### src/rtl/fb_pkg.sv
// Shared framebuffer geometry, widths and write-FSM types for the 80x60 RGB444 capture path.
package fb_pkg;

    localparam int unsigned FB_IMG_COLS = 80;
    localparam int unsigned FB_IMG_ROWS = 60;
    localparam int unsigned FB_IMG_PXLS = FB_IMG_COLS * FB_IMG_ROWS;
    localparam int unsigned FB_NB_ADDR  = 13;
    localparam int unsigned FB_NB_PXL   = 12;

    typedef enum logic [1:0] {
        IDLE    = 2'd0,
        CAPTURE = 2'd1,
        FULL    = 2'd2
    } wr_state_e;

    typedef struct packed {
        logic done;
        logic frm_short;
        logic ovf;
        logic skip;
    } fb_status_t;

endpackage

### src/rtl/fb_rd_arb.sv
// Fixed-priority read arbiter for the framebuffer read port: display first, processing second.
module fb_rd_arb
    import fb_pkg::*;
#(
    parameter int unsigned NB_ADDR  = FB_NB_ADDR,
    parameter int unsigned NB_PXL   = FB_NB_PXL,
    parameter int unsigned IMG_PXLS = FB_IMG_PXLS
) (
    input  logic               clk_i,
    input  logic               rst_i,
    input  logic               disp_rd_i,
    input  logic [NB_ADDR-1:0] disp_addr_i,
    input  logic               proc_req_i,
    input  logic [NB_ADDR-1:0] proc_addr_i,
    output logic               proc_gnt_o,
    output logic [NB_ADDR-1:0] fb_addrb_o,
    input  logic [NB_PXL-1:0]  fb_doutb_i,
    output logic [NB_PXL-1:0]  disp_pxl_o,
    output logic               disp_pxl_vld_o,
    output logic [NB_PXL-1:0]  proc_pxl_o,
    output logic               proc_pxl_vld_o
);

    localparam logic [NB_ADDR-1:0] LAST_ADDR = NB_ADDR'(IMG_PXLS - 1);

    logic               disp_vld_q, disp_vld_d;
    logic               proc_vld_q, proc_vld_d;
    logic               oob_q, oob_d;
    logic [NB_ADDR-1:0] sel_addr;

    always_comb begin
        proc_gnt_o = proc_req_i & ~disp_rd_i & ~rst_i;
        disp_vld_d = disp_rd_i & ~rst_i;
        proc_vld_d = proc_gnt_o;
        sel_addr   = disp_rd_i ? disp_addr_i : proc_addr_i;
        oob_d      = sel_addr > LAST_ADDR;
        fb_addrb_o = oob_d ? '0 : sel_addr;
    end

    always_ff @(posedge clk_i) begin
        if (rst_i) begin
            disp_vld_q <= 1'b0;
            proc_vld_q <= 1'b0;
            oob_q      <= 1'b0;
        end else begin
            disp_vld_q <= disp_vld_d;
            proc_vld_q <= proc_vld_d;
            oob_q      <= oob_d;
        end
    end

    // Only one request is issued per cycle, so a single out-of-range flag covers both returns.
    always_comb begin
        disp_pxl_vld_o = disp_vld_q;
        proc_pxl_vld_o = proc_vld_q;
        disp_pxl_o     = (disp_vld_q && !oob_q) ? fb_doutb_i : '0;
        proc_pxl_o     = (proc_vld_q && !oob_q) ? fb_doutb_i : '0;
    end

endmodule

### src/rtl/fb_ctrl_80x60.sv
// Framebuffer controller: camera write FSM driving RAM port A, arbitrated reads on port B.
module fb_ctrl_80x60
    import fb_pkg::*;
#(
    parameter int unsigned C_IMG_COLS = FB_IMG_COLS,
    parameter int unsigned C_IMG_ROWS = FB_IMG_ROWS,
    parameter int unsigned C_IMG_PXLS = C_IMG_COLS * C_IMG_ROWS,
    parameter int unsigned C_NB_ADDR  = FB_NB_ADDR,
    parameter int unsigned C_NB_PXL   = FB_NB_PXL
) (
    input  logic                 clk,
    input  logic                 rst,
    input  logic                 cam_frame_start,
    input  logic                 cam_pxl_vld,
    input  logic [C_NB_PXL-1:0]  cam_pxl,
    input  logic                 frame_lock,
    output logic                 fb_wea,
    output logic [C_NB_ADDR-1:0] fb_addra,
    output logic [C_NB_PXL-1:0]  fb_dina,
    output logic [C_NB_ADDR-1:0] fb_addrb,
    input  logic [C_NB_PXL-1:0]  fb_doutb,
    input  logic                 disp_rd,
    input  logic [C_NB_ADDR-1:0] disp_addr,
    output logic [C_NB_PXL-1:0]  disp_pxl,
    output logic                 disp_pxl_vld,
    input  logic                 proc_req,
    input  logic [C_NB_ADDR-1:0] proc_addr,
    output logic                 proc_gnt,
    output logic [C_NB_PXL-1:0]  proc_pxl,
    output logic                 proc_pxl_vld,
    output logic                 frame_done,
    output logic                 frame_short,
    output logic                 frame_ovf,
    output logic                 frame_skip
);

    localparam logic [C_NB_ADDR-1:0] LAST_ADDR = C_NB_ADDR'(C_IMG_PXLS - 1);

    wr_state_e            state_q, state_d;
    logic [C_NB_ADDR-1:0] ptr_q, ptr_d;
    fb_status_t           stat_q, stat_d;

    logic                 start_acc;
    logic                 wr_en;
    logic [C_NB_ADDR-1:0] wr_addr;

    always_ff @(posedge clk) begin
        if (rst) begin
            state_q <= IDLE;
            ptr_q   <= '0;
            stat_q  <= '0;
        end else begin
            state_q <= state_d;
            ptr_q   <= ptr_d;
            stat_q  <= stat_d;
        end
    end

    // An accepted start always wins over the last-pixel transition and restarts at address 0.
    always_comb begin
        state_d = state_q;
        ptr_d   = ptr_q;
        if (start_acc) begin
            state_d = CAPTURE;
            ptr_d   = '0;
        end
        if (wr_en) begin
            ptr_d = wr_addr + 1'b1;
            if (wr_addr == LAST_ADDR) begin
                state_d = FULL;
                ptr_d   = '0;
            end
        end
    end

    always_comb begin
        start_acc        = cam_frame_start & ~frame_lock & ~rst;
        wr_en            = cam_pxl_vld & ~rst & (start_acc | (state_q == CAPTURE));
        wr_addr          = start_acc ? '0 : ptr_q;
        fb_wea           = wr_en;
        fb_addra         = wr_en ? wr_addr : '0;
        fb_dina          = wr_en ? cam_pxl : '0;
        stat_d.done      = wr_en & (wr_addr == LAST_ADDR);
        stat_d.frm_short = start_acc & (state_q == CAPTURE);
        stat_d.ovf       = cam_pxl_vld & ~start_acc & (state_q == FULL);
        stat_d.skip      = cam_frame_start & frame_lock;
    end

    assign frame_done  = stat_q.done;
    assign frame_short = stat_q.frm_short;
    assign frame_ovf   = stat_q.ovf;
    assign frame_skip  = stat_q.skip;

    fb_rd_arb #(
        .NB_ADDR  (C_NB_ADDR),
        .NB_PXL   (C_NB_PXL),
        .IMG_PXLS (C_IMG_PXLS)
    ) u_rd_arb (
        .clk_i          (clk),
        .rst_i          (rst),
        .disp_rd_i      (disp_rd),
        .disp_addr_i    (disp_addr),
        .proc_req_i     (proc_req),
        .proc_addr_i    (proc_addr),
        .proc_gnt_o     (proc_gnt),
        .fb_addrb_o     (fb_addrb),
        .fb_doutb_i     (fb_doutb),
        .disp_pxl_o     (disp_pxl),
        .disp_pxl_vld_o (disp_pxl_vld),
        .proc_pxl_o     (proc_pxl),
        .proc_pxl_vld_o (proc_pxl_vld)
    );

endmodule

### config.mk
export PLATFORM = sky130hd
export DESIGN_NAME = fb_ctrl_80x60
export DESIGN_NICKNAME = d
export VERILOG_FILES = /design/src/rtl/fb_pkg.sv /design/src/rtl/fb_rd_arb.sv /design/src/rtl/fb_ctrl_80x60.sv
export SDC_FILE = /design/constraint.sdc
export NUM_CORES = 1
export LEC_CHECK = 0
export ABC_AREA = 0
export CORE_UTILIZATION = 34
export CTS_BUF_LIST = sky130_fd_sc_hd__clkbuf_2 sky130_fd_sc_hd__clkbuf_4 sky130_fd_sc_hd__clkbuf_8
export DETAILED_ROUTE_END_ITERATION = 12
export PLACE_DENSITY = 0.86
export SLEW_MARGIN = 0
export SYNTH_ARGS = -nofsm -noshare
export SYNTH_HDL_FRONTEND = slang
export SYNTH_SLANG_ARGS = --single-unit
export TNS_END_PERCENT = 100
### constraint.sdc
create_clock -name clk -period 2.31 [get_ports clk]
set_input_delay 0.231 -clock clk [delete_from_list [all_inputs] [get_ports clk]]
set_output_delay 0.231 -clock clk [all_outputs]
set_load 0.02 [all_outputs]
==> flow_summary.toml, run 1 <==
[run_status]
status = "complete, but fails checks"
violations = "DRC"

[global_route]
grt_usage = 0.204
grt_max_degree = 21
grt_overflow = 0
grt_pass1_vias = 1911
antenna_found_initial = 0
grt_first_pass_wirelength_um = 8310

[job]
cap_viol_max_count = 0

[pwr]
power.density_nw_per_um2 = 352
p_seq_frac = 0.354
power.switching_mw = 0.286
p_int_mw = 0.809
p_leak_nw = 1.39
ir_worst_vdd_uv = 259
power_frac_clock = 0.328
p_sw_frac = 0.261
combPwrFrac = 0.318

[clocking]
h-tree-depth = 1
clock_sinks = 22
cts_buffer_depth = 2
cts_buffers = 3
cts-root-buf = "clkbuf_8"
clk_pin_slew_worst_paths_ns = 0.08
worstSkewPairLatency_ns = 0.26
cts_tree = "done"
cts_setup_buffers = 0

[timing]
finalWorstPathRequiredPeriod_ns = 2.23
finClkSkew_ns = 0.00181
setup_slack_ns = 0.0817
rsz0062_at_grt = "no"
slew_headroom = 0.752
finalSetupViolCount = 0
max_freq_mhz = 449
tightest_slew_ns = 0.367
slew_viol_final = 0
hold_viol = 0
fin_crit_sh = 0.965

[synthesis]
synth_common_cells = "42 x and2_1, 22 x dfxtp_1, 21 x nor2_1"
async_reset_ff_frac = 0
synth_area_um2 = 1600
synthFlopType = "dfxtp_1"
yosysMostFrequentCell = "and2_1"
synth_top_area_frac = 0.276
synth_edf_count = 0
ys_types = 40
yosysTopAreaCell = "dfxtp_1"
synth_area_leaders = "dfxtp_1 28%, and2_1 16%, mux2i_1 7.5%"
synth-seq-cells = 22
ys_seq_area_frac = 0.276
syn_nets = 265
synth_warnings = 0
syn_area_per_cell_um2 = 7.71
syn_inst = 207

[drt]
drt_iter0_markers = 84
wl_met1_um = 2240
wl_um = 5290
viasPerCell = 4.98
wl_per_cell_um = 13.2
wl_met3_um = 303
routed.top_layer = "met4"
drc_errors = 8
drt-pass1-iter-count = 9
ant_nets = 0
dr_wl_met2_um = 2660
vias = 1993

[floorplan]
core_um2 = 4440
fp.dieH_um = 70.5
die_w_um = 70.5
rows = 24
initial_utilization = 0.359
ios = 127
die_area_um2 = 4970

[worst_setup_path]
cpMaxStageDelayCell = "clkdlybuf4s50_1"
crit_path_max_incr_delay_ns = 0.59
path_cells = "clkdlybuf4s50_1 -> buf_4 -> and4bb_4 -> nand3_1 -> inv_1 -> clkdlybuf4s50_1"
arrival_ns = 2.00
required_ns = 2.08
cp_max_fo = 12
crit_type = "primary input to primary output"
end_kind = "primary output"
startpoint_type = "primary input"
cpMostUsedCell = "clkdlybuf4s50_1"

[layout]
diodes = 0
fin_util = 0.699
nets = 407
drive_above_1_share = 0.103
area_delta_synth_final_pct = 94.7
fillers = 378

[placed_design]
hpwl_um = 4250
dp_slack_ns = -0.218
port_buffers = 126
gp_congestion = 0.794

[hold_path]
min_path_type = "flop to flop"
flip-flops by register name, indices dropped and copies added (netlist names):
register / flops
ptr_q: 13
u_rd_arb.proc_pxl_vld_o: 1
u_rd_arb.oob_q: 1
u_rd_arb.disp_pxl_vld_o: 1
frame_short: 1
frame_done: 1
frame_ovf: 1
state_q: 2
frame_skip: 1
cells in the final DEF (no fill, tap or decap), types with 3 or more instances in the layout:
| cell type | Yosys | final |
|---|---|---|
| clkbuf_8 | 0 | 3 |
| a21oi_1 | 8 | 8 |
| and2_1 | 42 | 42 |
| and3_1 | 10 | 10 |
| xnor2_1 | 4 | 4 |
| inv_1 | 5 | 5 |
| clkdlybuf4s50_1 | 0 | 97 |
| nand4_1 | 6 | 6 |
| or3_1 | 4 | 4 |
| buf_4 | 0 | 22 |
| nand2_1 | 10 | 10 |
| dlygate4sd2_1 | 0 | 26 |
| mux2i_1 | 12 | 11 |
| o21ai_0 | 4 | 4 |
| nand3_1 | 4 | 4 |
| nor2b_1 | 10 | 10 |
| nor2_1 | 21 | 21 |
| dlymetal6s2s_1 | 0 | 3 |
| and4_1 | 3 | 3 |
| nand2b_1 | 3 | 3 |
| dfxtp_1 | 22 | 22 |
metal layers:
| layer | GRT usage | vias to the layer above |
|---|---|---|
| li1 | - | 993 |
| met1 | 0.245 | 906 |
| met2 | 0.364 | 86 |
| met3 | 0.0462 | 8 |
| met4 | 0.0544 | 0 |
| met5 | 0 | - |
logic make-up (layout without fill, tap and decap cells):
kind of cell             count (synthesis)  count (layout)  share of synthesized area
AO/OA/AOI/OAI                           24              25                     0.0933
buffers and inverters                   17             157                     0.0447
multiplexers                            13              13                     0.0823
AND/OR/NAND/NOR                        125             125                      0.469
adder cells (fa/ha/maj)                  1               1                    0.00784
flip-flops                              22              22                      0.276
XOR/XNOR                                 5               5                     0.0274
power by group through the flow:
| stage | registers (mW) | logic, mW | clock network, mW |
|---|---|---|---|
| CTS | 0.388 | 0.343 | 0.366 |
| global route | 0.388 | 0.373 | 0.383 |
| finish | 0.387 | 0.348 | 0.359 |
| detailed placement | 0.397 | 0.358 | 0 |
| floorplan | 0.399 | 0.140 | 0 |
| global placement | 0.396 | 0.353 | 0 |
final cells by class:
class	instances	area (um^2)	share of cell area
flip-flops and latches	22	440	0.142
well taps	52	65.1	0.0209
repair buffers	148	1400	0.451
multi-input cells	169	1110	0.357
clock buffers	3	41.3	0.0133
clock inverters	1	30.0	0.00966
inverters	5	18.8	0.00604
through the flow:
step	hold WS, ns	area (um^2)	power, mW	instances	setup TNS, ns
6_report	0.506	3110	1.10	400	0
4_1_cts	0.509	3080	1.10	399	0
5_1_grt	0.536	3110	1.14	400	0
2_1_floorplan	0.387	1600	0.539	207	0
3_5_place_dp	0.496	3040	0.754	395	-3.62
3_3_place_gp	0.487	3040	0.750	395	-2.62
final timing paths:
kind,from,endpoint,slack (ns),cells after the start
worst min register to register,ptr_q[12]$_SDFF_PP0_,ptr_q[12]$_SDFF_PP0_,0.51,2
worst max register to register,state_q[1]$_SDFF_PP0_,ptr_q[11]$_SDFF_PP0_,0.56,5
worst min-delay path,ptr_q[12]$_SDFF_PP0_,ptr_q[12]$_SDFF_PP0_,0.51,2
worst max-delay path,rst,fb_addra[9],0.08,6
repair_timing:
action,in CTS,in global routing
gates cloned,0,1
resized for setup,27,7
pin swaps,0,1
hold buffers,0,0
setup endpoints to repair,26,17
hold endpoints to repair,0,0
critical path: cells and delay by family:
family | cells | cell delay, ns
buffers and inverters | 4 | 1.26
and+or+nand+nor | 2 | 0.51
Note: power is estimated with default switching activity, not from simulation.
==> inputs of run 2 (changes only) <==
==> constraint.sdc (replaced) <==
create_clock -name clk -period 2.31 [get_ports clk]
set_input_delay 0.462 -clock clk [delete_from_list [all_inputs] [get_ports clk]]
set_output_delay 0.462 -clock clk [all_outputs]
set_load 0.02 [all_outputs]
==> run 2 against run 1 <==
Effect of this change:
- the flow finishes with violations (DRC, setup timing)
- critical path type unchanged
- sequential share of layout area fell by 0.35 points
- first-iteration DRC count grew 30%
- clock skew increased by 0.0013 ns
- sequential power is essentially flat
- cell area rose by 2.5%
- non-clock buffer count is 11 higher
- sequential cell count is the same
- worst hold slack got worse by 0.0035 ns
- register-to-register slack lost 0.10 ns
- total power up 2.9%
==> flow_summary.toml, run 2 (synthesized netlist as in run 1, its figures left out) <==
[pwr]
ir_worst_vdd_uv = 327
power_mw = 1.13
p_leak_nw = 1.47
power.density_nw_per_um2 = 354

[layout]
largestRegisters = "ptr_q: 13 flops, state_q: 2 flops"
layout_common_cells = "74 x clkdlybuf4s50_1, 41 x and2_1, 41 x buf_4"
drive_above_1_share = 0.249
area_delta_synth_final_pct = 99.5
nets = 417
diodes = 0
largest_reg_flops = 13
finalNonFillerCells = 410
final_common_cell = "clkdlybuf4s50_1"
max_flop_register = "ptr_q"

[worst_setup_path]
arrival_ns = 1.85
required_ns = 1.85
end_kind = "primary output"
startpoint_type = "primary input"
r2r_end = "ptr_q[10]$_SDFF_PP0_"
cp_max_fo = 3
reg2reg_setup_slack_ns = 0.46
crit_type = "primary input to primary output"
r2r_start = "ptr_q[1]$_SDFF_PP0_"
reg2reg_depth = 7

[floorplan]
core_um2 = 4440
fp.dieH_um = 70.5
rows = 24
ios = 127
die_area_um2 = 4970
die_w_um = 70.5
initial_utilization = 0.359

[drt]
drc_errors = 8
vias = 2049
drt_iter0_markers = 109
drt-pass1-iter-count = 8
wl_um = 5940
ant_nets = 0
wl_per_cell_um = 14.5
viasPerCell = 5.00

[timing]
fin_crit_sh = 1.00
setup_slack_ns = -0.00443
tightest_slew_ns = 0.296
finClkSkew_ns = 0.00311
hold_viol = 0
max_freq_mhz = 432
slew_viol_final = 0
finalSetupViolCount = 1
slew_headroom = 0.802
finalWorstPathRequiredPeriod_ns = 2.31
holdWs_ns = 0.502

[clocking]
worstSkewPairLatency_ns = 0.27
cts_buffer_depth = 2
clock_sinks = 22
cts_hold_buf = 0
cts_tree = "done"
cts_buffers = 3
cts-root-buf = "clkbuf_8"
clk_pin_slew_worst_paths_ns = 0.08
h-tree-depth = 1

[placed_design]
hpwl_um = 4320
port_buffers = 126
gp_congestion = 0.844
place_inst = 394

[run_status]
status = "complete, but fails checks"
violations = "DRC, setup timing"

[global_route]
grt_pass1_vias = 1990
grt_max_degree = 17
grt_usage = 0.228
antenna_found_initial = 0
grt_overflow = 0
grt_first_pass_wirelength_um = 9020

[job]
cap_viol_max_count = 0

[hold_path]
min_to = "ptr_q[12]$_SDFF_PP0_"
min_path_type = "flop to flop"
worstHoldPathCells = 2
hold_start = "ptr_q[12]$_SDFF_PP0_"
run 2: worst max-delay path by stage:
stage | start | endpoint | slack [ns] | cells after the start
floorplan | rst | ptr_q[12]$_SDFF_PP0_ | 0.20 | 8
global placement | disp_rd | fb_addrb[0] | -0.64 | 7
detailed placement | disp_rd | fb_addrb[2] | -0.71 | 7
CTS | cam_pxl_vld | fb_dina[3] | -0.04 | 6
global route | disp_addr[8] | fb_addrb[7] | -0.05 | 7
finish | disp_addr[8] | fb_addrb[7] | -0.004 | 7
run 2: area by class of cell:
type                       count  area [um^2]
timing repair buffer         159         1440
fill                         348         1260
multi-input combinational    168         1150
sequential                    22          440
tap                           52         65.1
clock buffer                   3         41.3
clock inverter                 1         30.0
inverter                       5         18.8
run 2: where the power goes:
part	internal (mW)	switching, mW
Combinational	0.209	0.168
Clock	0.232	0.132
Sequential	0.385	0.00295
run 2: metrics by stage:
stage                util  setup slack, ns  cell area, um^2  setup TNS [ns]
finish              0.717         -0.00443             3190        -0.00443
global route        0.717          -0.0517             3190          -0.489
CTS                 0.700          -0.0422             3110          -0.250
detailed placement  0.681           -0.711             3030          -25.50
global placement    0.681           -0.635             3030          -25.06
floorplan               -            0.198             1600               0
run 2: metal layers:
metal / wire [um] / up-vias / global-route usage / share of wire
li1: - / 1012 / - / -
met1: 2300 / 942 / 0.260 / 0.39
met2: 3220 / 87 / 0.429 / 0.54
met3: 348 / 8 / 0.0404 / 0.059
met4: 71 / 0 / 0.0703 / 0.012
met5: 0 / - / 0 / 0
run 2: what timing repair did:
item	CTS	global route
resized for setup	149	32
cloned	1	0
setup buffers	7	4
pin swaps	3	6
setup endpoints to repair	54	42
endpoints found under the hold margin	0	0
run 2: worst max-delay path: stages:
cell and delay (ns):
clkdlybuf4s50_1 0.48, inv_1 0.06, a311oi_2 0.29, o21a_2 0.21, buf_4 0.14, nor2_1 0.05
buf_4 0.15
